===== config.mk =====
export PLATFORM = sky130hd
export DESIGN_NAME = jt89_wrseq
export DESIGN_NICKNAME = d
export VERILOG_FILES = /design/src/rtl/jt89_pkg.sv /design/src/rtl/jt89_wrseq_strobe.sv /design/src/rtl/jt89_wrseq.sv
export SDC_FILE = /design/constraint.sdc
export NUM_CORES = 1
export LEC_CHECK = 0
export BUFFER_PORTS_ARGS = -buffer_cell sky130_fd_sc_hd__buf_4
export CORE_UTILIZATION = 57
export CTS_BUF_LIST = sky130_fd_sc_hd__clkbuf_2
export DETAILED_ROUTE_END_ITERATION = 8
export PLACE_DENSITY = 0.86
export SLEW_MARGIN = 40
export SYNTH_ARGS = -nofsm -noshare
export SYNTH_HDL_FRONTEND = slang
export SYNTH_HIERARCHICAL = 1
export SYNTH_SLANG_ARGS = --single-unit

===== constraint.sdc =====
create_clock -name clk -period 4.36 [get_ports clk]
set_clock_uncertainty 0.2 [all_clocks]
set_input_delay 0.872 -clock clk [delete_from_list [all_inputs] [get_ports clk]]
set_output_delay 0.872 -clock clk [all_outputs]
set_load 0.05 [all_outputs]

===== src/rtl/jt89_pkg.sv =====
// jt89_pkg: shared definitions for the jt89 host-side write sequencer.
//   - PSG register codes {ch[1:0], type}
//   - sequencer state type
//   - reset values for the volume shadows (and the PSG's ctrl reset value)
package jt89_pkg;

  localparam logic [2:0] REG_TONE0 = 3'b000;
  localparam logic [2:0] REG_VOL0  = 3'b001;
  localparam logic [2:0] REG_TONE1 = 3'b010;
  localparam logic [2:0] REG_VOL1  = 3'b011;
  localparam logic [2:0] REG_TONE2 = 3'b100;
  localparam logic [2:0] REG_VOL2  = 3'b101;
  localparam logic [2:0] REG_CTRL3 = 3'b110;
  localparam logic [2:0] REG_VOL3  = 3'b111;

  localparam logic [3:0] VOL_RST  = 4'hF;
  localparam logic [2:0] CTRL_RST = 3'b100;

  typedef enum logic [1:0] {
    ST_IDLE = 2'd0,
    ST_STRB = 2'd1,
    ST_HOLD = 2'd2
  } state_t;

endpackage


===== src/rtl/jt89_wrseq_strobe.sv =====
// jt89_wrseq_strobe: emits one PSG byte per start pulse.
//   clk, rst   : clock, asynchronous active-high reset
//   start      : load byte_in and begin a strobe (honoured in IDLE, or in the
//                last HOLD cycle so a second byte follows without a gap)
//   byte_in    : byte to place on the bus
//   din, wr_n  : PSG bus; din changes when STRB is entered, wr_n follows the
//                state one cycle later so din is set up before the strobe
//   idle       : state machine is in IDLE
//   done       : last HOLD cycle of the current byte
module jt89_wrseq_strobe
  import jt89_pkg::*;
#(
  parameter int WR_LEN = 2,
  parameter int GAP    = 2
) (
  input  logic       clk,
  input  logic       rst,
  input  logic       start,
  input  logic [7:0] byte_in,
  output logic [7:0] din,
  output logic       wr_n,
  output logic       idle,
  output logic       done
);

  localparam int MAXC  = (WR_LEN > GAP) ? WR_LEN : GAP;
  localparam int CNT_W = (MAXC > 1) ? $clog2(MAXC + 1) : 1;

  state_t           state, state_nxt;
  logic [CNT_W-1:0] cnt, cnt_nxt;
  logic             load;

  always_ff @(posedge clk or posedge rst) begin
    if (rst) begin
      state <= ST_IDLE;
      cnt   <= '0;
      din   <= 8'h00;
      wr_n  <= 1'b1;
    end else begin
      state <= state_nxt;
      cnt   <= cnt_nxt;
      if (load) din <= byte_in;
      // one-cycle lag behind the state gives din a setup cycle
      wr_n  <= (state != ST_STRB);
    end
  end

  always_comb begin
    state_nxt = state;
    cnt_nxt   = cnt;
    load      = 1'b0;
    done      = 1'b0;
    case (state)
      ST_IDLE: begin
        if (start) begin
          state_nxt = ST_STRB;
          cnt_nxt   = CNT_W'(WR_LEN - 1);
          load      = 1'b1;
        end
      end
      ST_STRB: begin
        if (cnt == '0) begin
          state_nxt = ST_HOLD;
          cnt_nxt   = CNT_W'(GAP - 1);
        end else begin
          cnt_nxt = cnt - CNT_W'(1);
        end
      end
      ST_HOLD: begin
        if (cnt == '0) begin
          done = 1'b1;
          if (start) begin
            state_nxt = ST_STRB;
            cnt_nxt   = CNT_W'(WR_LEN - 1);
            load      = 1'b1;
          end else begin
            state_nxt = ST_IDLE;
          end
        end else begin
          cnt_nxt = cnt - CNT_W'(1);
        end
      end
      default: state_nxt = ST_IDLE;
    endcase
  end

  assign idle = (state == ST_IDLE);

endmodule


===== src/rtl/jt89_wrseq.sv =====
// jt89_wrseq: host-side write sequencer for the jt89 PSG bus.
// Turns a {register, 10-bit value} request into a latch byte and an optional
// data byte on din/wr_n.
//   clk, rst   : clock, asynchronous active-high reset
//   req_valid  : request present
//   req_ready  : idle, request accepted on req_valid && req_ready
//   req_reg    : register code {ch[1:0], type}
//   req_val    : value (tone [9:0], volume [3:0], ctrl [2:0])
//   din, wr_n  : PSG data bus and active-low write strobe
//   busy       : !req_ready
// Build option: JT89_WRSEQ_DEDUP_EN enables shadow registers that drop
// redundant bytes or whole requests.
module jt89_wrseq
  import jt89_pkg::*;
#(
  parameter int WR_LEN = 2,
  parameter int GAP    = 2
) (
  input  logic       clk,
  input  logic       rst,
  input  logic       req_valid,
  output logic       req_ready,
  input  logic [2:0] req_reg,
  input  logic [9:0] req_val,
  output logic [7:0] din,
  output logic       wr_n,
  output logic       busy
);

  logic       accept;
  logic       idle, done, start;
  logic [7:0] latch_byte, data_byte, start_byte;
  logic       send_latch, send_data;
  logic       is_tone, is_vol;
  logic [7:0] byte2;
  logic       pend;

  assign accept     = req_valid && req_ready;
  assign latch_byte = {1'b1, req_reg, req_val[3:0]};
  assign data_byte  = {2'b00, req_val[9:4]};
  assign is_vol     = req_reg[0];
  assign is_tone    = !req_reg[0] && (req_reg != REG_CTRL3);

`ifdef JT89_WRSEQ_DEDUP_EN
  logic [9:0] tone_sh [4];
  logic [3:0] vol_sh  [4];
  logic [2:0] last_reg;
  logic       last_reg_vld;
  logic       lo_chg, hi_chg;

  assign lo_chg = req_val[3:0] != tone_sh[req_reg[2:1]][3:0];
  assign hi_chg = req_val[9:4] != tone_sh[req_reg[2:1]][9:4];

  always_comb begin
    send_latch = 1'b1;
    send_data  = 1'b0;
    if (is_tone) begin
      // a data byte alone lands in whatever register the PSG last latched,
      // so it is only safe when that register is this tone
      send_data  = hi_chg;
      send_latch = lo_chg || (hi_chg && !(last_reg_vld && last_reg == req_reg));
    end else if (is_vol) begin
      send_latch = req_val[3:0] != vol_sh[req_reg[2:1]];
    end
    // noise ctrl always writes: every write restarts the noise LFSR
  end

  always_ff @(posedge clk or posedge rst) begin
    if (rst) begin
      for (int i = 0; i < 4; i++) begin
        tone_sh[i] <= 10'd0;
        vol_sh[i]  <= VOL_RST;
      end
      last_reg     <= REG_TONE0;
      last_reg_vld <= 1'b0;
    end else if (accept) begin
      if (is_tone) tone_sh[req_reg[2:1]] <= req_val;
      if (is_vol)  vol_sh[req_reg[2:1]]  <= req_val[3:0];
      if (send_latch) begin
        last_reg     <= req_reg;
        last_reg_vld <= 1'b1;
      end
    end
  end
`else
  always_comb begin
    send_latch = 1'b1;
    send_data  = is_tone;
  end
`endif

  // first byte goes straight to the strobe unit; the data byte of a
  // two-byte request waits here until the latch byte's HOLD finishes
  always_ff @(posedge clk or posedge rst) begin
    if (rst) begin
      pend <= 1'b0;
    end else if (accept) begin
      pend <= send_latch && send_data;
    end else if (done) begin
      pend <= 1'b0;
    end
  end

  always_ff @(posedge clk) begin
    if (accept) byte2 <= data_byte;
  end

  assign start      = (accept && (send_latch || send_data)) || (done && pend);
  assign start_byte = accept ? (send_latch ? latch_byte : data_byte) : byte2;

  jt89_wrseq_strobe #(
    .WR_LEN (WR_LEN),
    .GAP    (GAP)
  ) u_strobe (
    .clk     (clk),
    .rst     (rst),
    .start   (start),
    .byte_in (start_byte),
    .din     (din),
    .wr_n    (wr_n),
    .idle    (idle),
    .done    (done)
  );

  assign req_ready = idle;
  assign busy      = !idle;

endmodule


After elaboration in Yosys (flattened, before gate mapping)
Index checks and enable logic that the tools add are counted.
{ "totals": {"register_bits": 20, "latchBits": 0, "mem_bits_rw": 0, "mem_bits_ro": 0, "elab_cells": 42, "n_memories": 0} }
{ "op_classes": {"addsub": 1, "multipliers": 0, "n_div": 0, "magnitude_cmp": 0, "eq_ne": 7, "shifts": 0, "muxes": 17, "n_bitwise": 0, "n_reduce_logical": 11} }
{ "op_table": {"columns": ["operator", "count"], "rows": [
  ["2-bit 2-to-1 mux", 6],
  ["2-bit one-hot mux with 3 select lines", 2],
  ["8-bit 2-to-1 mux", 1],
  ["2-bit by 1-bit inequality test with 1-bit output, second input constant", 4],
  ["1-bit 2-to-1 mux", 7],
  ["2-bit zero test", 2],
  ["1-bit logical AND", 3],
  ["3-bit inequality test, second input constant", 1],
  ["3-bit AND reduction", 1],
  ["3-bit nonzero test", 1],
  ["2-bit by 1-bit == test with 1-bit output, second input constant", 1],
  ["2-bit == test, second input constant", 1],
  ["1-bit zero test", 2],
  ["1-bit one-hot mux with 2 select lines", 1],
  ["2-bit nonzero test", 1],
  ["2-bit by 1-bit subtractor with 2-bit output, second input constant", 1],
  ["1-bit logical OR", 1]
]} }

Longest topological paths before layout
Gate-level depths: netlist of run 1.
{ "logic_depth": {"word_depth": 8, "depth_mapped": 8, "depth_no_buf": 8} }

Cells and area by module
The synthesis of run 1 kept the hierarchy.
{ "modules_own_cells": {"columns": ["mod", "n_inst", "cells_per_inst", "area_each_um2", "seq_area_each_um2"], "rows": [
  ["jt89_wrseq_strobe", 1, 50, 646.9, 326.6],
  ["jt89_wrseq", 1, 23, 359.1, 205.2]
]} }

Least setup slack after synthesis of run 1
OpenSTA, ideal clock, no wires.
{ "synth_path": {"path_kind": "register to output", "startpoint": "reg u_strobe.state[0]", "endpoint": "out busy", "arrival_time_ps": 1561, "setup_slack_ps": 1727, "stages_incl_launch_ff": 4, "n_path_buf": 0, "path_cell_list": "dfrtp_1 > inv_1 > ha_1 > inv_1"} }
{ "synth_via": {"elab_chain_cells": 2} }
{ "synth_rtl": {"columns": ["item", "line", "source"], "rows": [
  ["from (decl)", "jt89_wrseq_strobe.sv:29", "state_t state, state_nxt;"],
  ["from (signal assigned)", "jt89_wrseq_strobe.sv:40", "state <= state_nxt;"],
  ["2-bit zero test", "jt89_wrseq_strobe.sv:87", "assign idle = (state == ST_IDLE);"],
  ["via req_ready", "jt89_wrseq.sv:22", "output logic req_ready,"],
  ["1-bit zero test", "jt89_wrseq.sv:126", "assign busy = !idle;"],
  ["to (decl)", "jt89_wrseq.sv:27", "output logic busy"]
]} }
The timed path passes the listed nets, and every way through them passes these cells.

Worst setup path after layout of run 1
{ "layout_path": {"startpoint": "reg u_strobe.state[1]", "endpoint": "out req_ready"} }
{ "layout_via": {"elab_chain_cells": 1} }
{ "layout_rtl": {"columns": ["item", "line"], "rows": [
  ["2-bit zero test", "jt89_wrseq_strobe.sv:87"],
  ["to (decl)", "jt89_wrseq.sv:22"]
]} }
No other way between the ends.

==> reports/metrics.csv, run 1 <==
metric,value,unit
Worst-path clk slew,0.17,ns
final-report setup violation count,0,
Reg area,532,um2
Resized cells post-CTS,0,
Max Fanout on Critical Path,7,
area of the multi-input gates,440,um2
final critical-path share of the clock period,0.603,
P_leak,0.636,nW
vias per std cell,5.43,
Filler Cells Inserted,101,
Tot GR Track Use,0.206,
top post-synthesis cells by area,"dfrtp_1 (32%), edfxtp_1 (18%), mux2_2 (11%)",
initial antenna violation count,0,
Yosys reg bits,20,
cell area after synthesis,1010,um2
Max Buffers Root-to-Sink,2,
routed len/inst,15.1,um
share of cells above drive strength 1,0.505,
Post-Route WL,1800,um
initial core utilization,0.638,
max-slew violation count,0,
count of different cell masters after synthesis,23,
Final Wtd Congestion,0.861,
CTS root buf,clkbuf_2,
Setup TNS,0,ns
Nets,126,
Synth top area share,0.323,
pwr dens,780,nW/um2
startpoint types,flip-flop,
min cycle time layout,2.63,ns
Hold Crit Class,input port to async pin,
Die Span Y,44.0,um
largest net degree at the start of global routing,14,
core area,1580,um2
status,"finished, violations left",
CTS H-tree lvls,1,
register area share after synthesis,0.529,
Slew headroom,0.661,
Placed Area,1220,um2
Crit path required time,3.29,ns
I/O pins,27,
die area,1940,um2
Vias,646,
Worst Path Arrival,1.56,ns
Mapped Avg Cell Area,13.8,um2
critical path endpoint category,output port,
Port Buf Inserts,26,
dpl hpwl,1410,um
total iterations of the first detailed-routing run,8,
Peak supply drop,0.506,mV
Mapped Nets,95,
failing checks,design-rule violations,
DRC Markers,2,
number of post-CTS setup repair buffers,0,
first-pass GRT wire length,2870,um
grt ovf,0,
CTS Buf Count,3,
final core occ,0.787,
Post-CTS Hold Buffers,0,
Max-Cap Viols,0,
via count of the first global-routing pass,699,
Iter 0 DRT Violations,15,
Final ANT Viol Nets,0,
Mapped Cells,73,
clock sinks,20,
diode count,0,
f_max,0.380,GHz
critical path class,flip-flop to output port,
YS warnings,6,
clock latency at the later pin of the worst-skew pair,0.30,ns
design area,1240,um2
cell taking the most area after synthesis,dfrtp_1,
RSZ-0062 raised after global routing,false,
FP Rows,14,
die width,44.0,um
worst slew pin tran,0.508,ns
final-report hold violation count,0,
P&R area growth vs syn,23.3,%
CTS tree,built,
power by group:
part | internal [W] | switching [W] | total (W)
Clock | 0.0000199 | 0.0000525 | 0.0000724
Combinational | 0.000228 | 0.000354 | 0.000582
Sequential | 0.000269 | 0.0000441 | 0.000313
Total | 0.000517 | 0.000450 | 0.000967
area by class of cell:
cell class	count	area share
Sequential cell	20	0.429
Multi-Input combinational cell	44	0.355
Timing Repair Buffer	26	0.157
Inverter	9	0.0272
Tap cell	16	0.0161
Clock buffer	3	0.0121
Clock inverter	1	0.00303
through the flow:
stage | worst slack (ns) | cells | hold slack (ns) | total power, W
floorplan | 1.73 | 73 | 0.329 | 0.000746
global placement | 2.08 | 115 | 0.288 | 0.000878
detailed placement | 2.02 | 115 | 0.312 | 0.000899
CTS | 1.70 | 119 | 0.171 | 0.000973
global route | 1.59 | 119 | 0.161 | 0.00102
finish | 1.73 | 119 | 0.188 | 0.000967
per-layer routing:
layer | GRT usage | routed length, um | vias to the layer above
met5 | 0 | 0 | -
met4 | 0.0727 | 0 | 0
met3 | 0.0367 | 65 | 0
met2 | 0.374 | 948 | 18
met1 | 0.242 | 783 | 314
li1 | - | - | 314
registers in the layout, indices dropped and copies added (netlist names):
signal / count
u_strobe/cnt: 2
pend: 1
u_strobe/state: 2
byte2: 6
u_strobe/din: 8
u_strobe/wr_n: 1
layout by cell type, fill, tap and decap left out, types with 2 or more instances in the layout:
| cell type | instances |
|---|---|
| edfxtp_1 | 6 |
| nor2_1 | 2 |
| buf_4 | 26 |
| dfrtp_1 | 13 |
| nand2_1 | 2 |
| o21ai_0 | 2 |
| inv_1 | 9 |
| mux2_2 | 10 |
| ha_1 | 6 |
| clkbuf_2 | 3 |
| mux2_4 | 7 |
| a21oi_1 | 3 |
logic make-up after synthesis:
family          Yosys count  share of synthesized area
flops                    20                      0.529
mux                      17                      0.216
simple gates             11                     0.0722
compound gates           10                     0.0746
buf+inv                   9                     0.0336
fa+ha+maj                 6                     0.0746
final timing paths:
kind / slack (ns) / startpoint / cells past startpoint / to
worst max-delay path: 1.73 / u_strobe/state[1] / 3 / req_ready
worst min-delay path: 0.19 / rst / 2 / pend
worst max register to register: 2.09 / u_strobe/state[0] / 6 / u_strobe/state[0]
worst min register to register: 0.34 / u_strobe/din[7] / 1 / u_strobe/din[7]
max in group asynchronous: 3.22 / rst / 2 / u_strobe/wr_n
min in group clk: 0.34 / u_strobe/din[7] / 1 / u_strobe/din[7]
worst max-delay path, stage by stage, from the launching register on:
cell	delay, ns
dfrtp_1	0.46
inv_1	0.13
ha_1	0.40
buf_4	0.27
cells in the mapped netlist:
| cell | n |
|---|---|
| nand2b_1 | 1 |
| o211a_1 | 1 |
| o22ai_1 | 1 |
| mux2_4 | 7 |
| nor3b_1 | 1 |
| nand2_4 | 1 |
| inv_1 | 9 |
| o21ai_4 | 1 |
| mux2_2 | 10 |
| o21ai_0 | 2 |
| dfrtp_1 | 13 |
| a21oi_1 | 3 |
| nand2_1 | 2 |
| nor2_1 | 2 |
| nor2b_1 | 1 |
| dfstp_2 | 1 |
| o41ai_1 | 1 |
| o31a_1 | 1 |
| nor3b_2 | 1 |
| edfxtp_1 | 6 |
| and3_2 | 1 |
| ha_1 | 6 |
| or2_2 | 1 |
No activity file was read; power rests on OpenSTA's default activity.
==> run 2: changes to the inputs <==
--- a/config.mk
+++ b/config.mk
@@ -6,10 +6,10 @@
 export NUM_CORES = 1
 export LEC_CHECK = 0
 export BUFFER_PORTS_ARGS = -buffer_cell sky130_fd_sc_hd__buf_4
-export CORE_UTILIZATION = 57
+export CORE_UTILIZATION = 53
 export CTS_BUF_LIST = sky130_fd_sc_hd__clkbuf_2
 export DETAILED_ROUTE_END_ITERATION = 8
-export PLACE_DENSITY = 0.86
+export PLACE_DENSITY = 0.8
 export SLEW_MARGIN = 40
 export SYNTH_ARGS = -nofsm -noshare
 export SYNTH_HDL_FRONTEND = slang
==> constraint.sdc (replaced) <==
create_clock -name clk -period 2.45 [get_ports clk]
set_clock_uncertainty 0.2 [all_clocks]
set_input_delay 0.49 -clock clk [delete_from_list [all_inputs] [get_ports clk]]
set_output_delay 0.49 -clock clk [all_outputs]
set_load 0.05 [all_outputs]
==> reports/metrics.csv, run 2 (same netlist as run 1, synthesis figures left out) <==
metric,value,unit,change
clock power share,0.078,,+0.003
WHS,0.142,ns,-0.0460 ns
DRC Markers,0,,-2
Filler Cells Inserted,141,,+40%
number of post-CTS setup repair buffers,0,,unchanged
Final ANT Viol Nets,0,,unchanged
final-report hold violation count,0,,unchanged
grt ovf,0,,unchanged
total iterations of the first detailed-routing run,4,,-4
die width,45.6,um,+3.5%
initial core utilization,0.576,,-0.0618
Max Fanout on Critical Path,6,,-1
Setup TNS,0,ns,unchanged
worst slew pin tran,0.494,ns,-0.0145 ns
dpl hpwl,1450,um,+3.0%
Post-Layout Cell Count,130,,+9.2%
RSZ-0062 raised after global routing,false,,
Sw Ratio,0.462,,-0.00411
P&R area growth vs syn,26.1,%,
P_leak,0.646,nW,+1.4%
FP Rows,15,,+1
die area,2080,um2,+7.2%
Worst Path Arrival,1.51,ns,-0.05 ns
placed insts,125,,+8.7%
register share of total power,0.319,,-0.004
vias per std cell,4.92,,-9.5%
Biggest register,u_strobe/din,,
min cycle time layout,2.20,ns,
via count of the first global-routing pass,641,,-8.3%
final-report setup violation count,0,,unchanged
max-slew violation count,0,,unchanged
max reg flops,8,,unchanged
pwr dens,1360,nW/um2,+75%
status,finished clean,,
Nets,128,,+1.6%
clock sinks,20,,unchanged
Switch Pwr,0.000798,W,+77%
routed len/inst,14.3,um,-5.6%
Resized cells post-CTS,0,,unchanged
Iter 0 DRT Violations,9,,-6
most frequent cells in the layout,"buf_4 (27), dfrtp_1 (13), mux2_2 (10)",,
Die Span Y,45.6,um,+3.5%
Peak supply drop,0.867,mV,+71%
critical path endpoint category,output port,,
initial antenna violation count,0,,unchanged
CTS tree,built,,
final core occ,0.727,,-0.0596
diode count,0,,unchanged
critical path class,flip-flop to output port,,
Vias,639,,-1.1%
"commonest non-fill, non-tap cell in the layout",buf_4,,
Tot GR Track Use,0.215,,+0.00987
largest net degree at the start of global routing,14,,unchanged
Post-Route WL,1850,um,+3.2%
share of cells above drive strength 1,0.505,,about the same
CTS root buf,clkbuf_2,,
Slew headroom,0.671,,+0.00969
Hold Crit Class,input port to flip-flop,,
Comb pwr share,0.604,,+0.002
f_max,0.455,GHz,
Crit path required time,1.76,ns,-1.53 ns
I/O pins,27,,unchanged
cell internal pwr,0.000930,W,+80%
clock latency at the later pin of the worst-skew pair,0.31,ns,about the same
core area,1750,um2,+11%
total power,0.00173,W,+79%
Max-Cap Viols,0,,unchanged
first-pass GRT wire length,2950,um,+2.9%
final critical-path share of the clock period,0.898,,
CTS Buf Count,3,,unchanged
CTS H-tree lvls,1,,unchanged
largest registers,"u_strobe/din x8, byte2 x6",,
Port Buf Inserts,26,,unchanged
Final Wtd Congestion,0.705,,-18%
startpoint types,flip-flop,,
Worst-path clk slew,0.18,ns,about the same
Max Buffers Root-to-Sink,2,,unchanged
==> run 2: metal layers <==
layer	share of wire	global-route usage	vias up
li1	-	-	317
met1	0.43	0.274	305
met2	0.53	0.351	15
met3	0.028	0.0357	2
met4	0.0049	0.109	0
met5	0	0	-
==> run 2: worst paths after layout <==
check | to | slack, ns | from | depth (start not counted)
hold reg to reg | u_strobe/din[7] | 0.33 | u_strobe/din[7] | 1
setup reg to reg | u_strobe/state[1] | 0.30 | u_strobe/state[0] | 7
min in group asynchronous | pend | 0.35 | rst | 3
setup / recovery | busy | 0.25 | u_strobe/state[0] | 5
hold / removal | byte2[4] | 0.14 | req_val[8] | 1
max in group asynchronous | u_strobe/wr_n | 1.16 | rst | 3
==> run 2: through the flow <==
stage / worst slack, ns / area (um2)
after floorplan: 0.138 / 1010
after global placement: 0.401 / 1240
after detailed placement: 0.320 / 1240
after CTS: 0.236 / 1270
after global routing: 0.111 / 1270
final: 0.251 / 1270
==> run 2: power groups by stage <==
stage          clock network [W]  logic [W]  registers, W
2_1_floorplan                  0   0.000532      0.000796
3_3_place_gp                   0    0.00102      0.000553
3_5_place_dp                   0    0.00105      0.000560
4_1_cts                 0.000138    0.00105      0.000552
5_1_grt                 0.000151    0.00112      0.000566
6_report                0.000134    0.00104      0.000551
==> run 2: area by class of cell <==
type	instances	area [um2]	share of cell area
clock inverter	1	3.75	0.00296
timing repair buffer	28	213	0.168
sequential	20	532	0.419
inverter	9	33.8	0.0266
multi-input combinational	44	440	0.347
tap	25	31.3	0.0247
clock buffer	3	15.0	0.0118
==> run 2: timing repair <==
| action | CTS | global route |
|---|---|---|
| endpoints found under the setup margin | 0 | 0 |
| hold buffers | 1 | 0 |
| hold endpoints to repair | 13 | 0 |
==> run 2: critical path, stage by stage (launching register included) <==
cell and delay [ns]:
dfrtp_1 0.45, inv_1 0.10, ha_1 0.25, buf_4 0.17, inv_1 0.05, buf_4 0.18
==> run 3: changes to the inputs <==
--- a/config.mk
+++ b/config.mk
@@ -9,8 +9,8 @@
 export CORE_UTILIZATION = 53
 export CTS_BUF_LIST = sky130_fd_sc_hd__clkbuf_2
 export DETAILED_ROUTE_END_ITERATION = 8
-export PLACE_DENSITY = 0.8
-export SLEW_MARGIN = 40
+export PLACE_DENSITY = 0.77
+export SLEW_MARGIN = 20
 export SYNTH_ARGS = -nofsm -noshare
 export SYNTH_HDL_FRONTEND = slang
 export SYNTH_HIERARCHICAL = 1
==> reports/metrics.csv, run 3 (same netlist as run 1, synthesis figures left out) <==
metric,value,unit,change
RSZ-0062 raised after global routing,false,,
diode count,0,,unchanged
initial core utilization,0.576,,unchanged
critical path class,flip-flop to flip-flop,,
CTS H-tree lvls,1,,unchanged
f_max,0.441,GHz,-2.9%
Post-Route WL,1830,um,-1.5%
max-slew violation count,0,,unchanged
worst slew pin tran,0.502,ns,+0.00878 ns
Crit path required time,2.48,ns,+0.72 ns
"slowest stage delay, CP",0.46,ns,about the same
Iter 0 DRT Violations,9,,unchanged
share of cells above drive strength 1,0.500,,-0.00476
P_leak,0.641,nW,-0.76%
Worst-path clk slew,0.19,ns,about the same
R2R cell count,6,,-1
CTS root buf,clkbuf_2,,
pwr dens,1370,nW/um2,+0.73%
vias per std cell,4.98,,+1.4%
clock sinks,20,,unchanged
Max Fanout on Critical Path,9,,+3
core area,1750,um2,unchanged
die width,45.6,um,unchanged
min cycle time layout,2.27,ns,+0.0661 ns
Placed Area,1230,um2,-0.61%
grt ovf,0,,unchanged
DRC Markers,0,,unchanged
I/O pins,27,,unchanged
via count of the first global-routing pass,632,,-1.4%
number of post-CTS setup repair buffers,0,,unchanged
final-report setup violation count,0,,unchanged
Max Buffers Root-to-Sink,2,,unchanged
Setup TNS,0,ns,unchanged
startpoint types,flip-flop,,
Vias,643,,+0.63%
routed len/inst,14.2,um,-0.69%
dpl hpwl,1420,um,-2.3%
max reg flops,8,,unchanged
Port Buf Inserts,26,,unchanged
Filler Cells Inserted,140,,-0.71%
Biggest register,u_strobe/din,,
Final ANT Viol Nets,0,,unchanged
Resized cells post-CTS,0,,unchanged
final critical-path share of the clock period,0.925,,+0.0270
area of the multi-input gates,440,um2,unchanged
first-pass GRT wire length,2800,um,-5.1%
Hold Crit Class,input port to flip-flop,,
Nets,127,,-0.78%
clock latency at the later pin of the worst-skew pair,0.31,ns,about the same
FP Rows,15,,unchanged
largest registers,"u_strobe/din x8, byte2 x6",,
Peak supply drop,0.883,mV,+1.8%
most frequent cells in the layout,"buf_4 (26), dfrtp_1 (13), mux2_2 (10)",,
WHS Path Cells,1,,unchanged
largest net degree at the start of global routing,14,,unchanged
initial antenna violation count,0,,unchanged
Worst Path Arrival,2.30,ns,+0.79 ns
CTS tree,built,,
final-report hold violation count,0,,unchanged
Max-Cap Viols,0,,unchanged
"commonest non-fill, non-tap cell in the layout",buf_4,,
Tot GR Track Use,0.195,,-0.0205
Slew headroom,0.665,,-0.00586
status,finished clean,,
die area,2080,um2,unchanged
Die Span Y,45.6,um,unchanged
Final Wtd Congestion,0.766,,+8.5%
CP Cell Sequence,inv_1 > ha_1 > nand2_4 > nand2_1 > o21ai_0 > mux2_2,,
design area,1260,um2,-0.59%
Slowest cell on crit path,dfrtp_1,,
total iterations of the first detailed-routing run,3,,-1
Reg area,532,um2,unchanged
CTS Buf Count,3,,unchanged
P&R area growth vs syn,25.4,%,
critical path endpoint category,flip-flop,,
-- run 3: layer usage --
layer	vias to the layer above	wire [um]	global-route usage
met4	0	10	0.109
met5	-	0	0
li1	315	-	-
met2	14	951	0.323
met1	312	805	0.242
met3	2	59	0.0278
-- run 3: cell type report --
class / count / area share
repair buffers: 27 / 0.163
well taps: 25 / 0.0248
clock inverters: 1 / 0.00298
flip-flops and latches: 20 / 0.422
inverters: 9 / 0.0268
multi-input cells: 44 / 0.349
clock buffers: 3 / 0.0119
-- run 3: power by group --
part	internal [W]	switching (W)	leakage (nW)
sequential	0.000478	0.0000728	0.228
combinational	0.000408	0.000635	0.398
clock	0.0000355	0.000101	0.0140
total	0.000921	0.000810	0.641
-- run 3: through the flow --
stage | total power, W | setup WS (ns) | util | instances | hold WS [ns]
6_report | 0.00173 | 0.185 | 0.723 | 129 | 0.133
5_1_grt | 0.00182 | 0.0689 | 0.723 | 129 | 0.108
4_1_cts | 0.00174 | 0.186 | 0.723 | 129 | 0.116
3_5_place_dp | 0.00160 | 0.220 | 0.706 | 124 | 0.150
3_3_place_gp | 0.00157 | 0.310 | 0.706 | 124 | 0.142
2_1_floorplan | 0.00133 | 0.138 | - | 73 | 0.0187
-- run 3: timing repair --
item                                   4_1_cts  5_1_grt
setup endpoints to repair                    0        0
endpoints found under the hold margin       13        0
hold buffers                                 1        0
-- run 3: path summary, 6_finish.rpt --
path / start / to / slack [ns]
min in group asynchronous: rst / pend / 0.35
min: req_val[5] / byte2[1] / 0.13
min reg2reg: u_strobe/din[2] / u_strobe/din[2] / 0.33
max in group asynchronous: rst / u_strobe/wr_n / 1.16
max reg2reg: u_strobe/state[0] / u_strobe/state[0] / 0.18
max: u_strobe/state[0] / u_strobe/state[0] / 0.18
-- run 3: worst max-delay path, delay by kind of cell, from the launching register on --
family | cells | cell delay, ns
fa+ha+maj | 1 | 0.32
buf+inv | 1 | 0.10
flops | 1 | 0.46
compound gates | 1 | 0.35
mux | 1 | 0.39
simple gates | 2 | 0.37
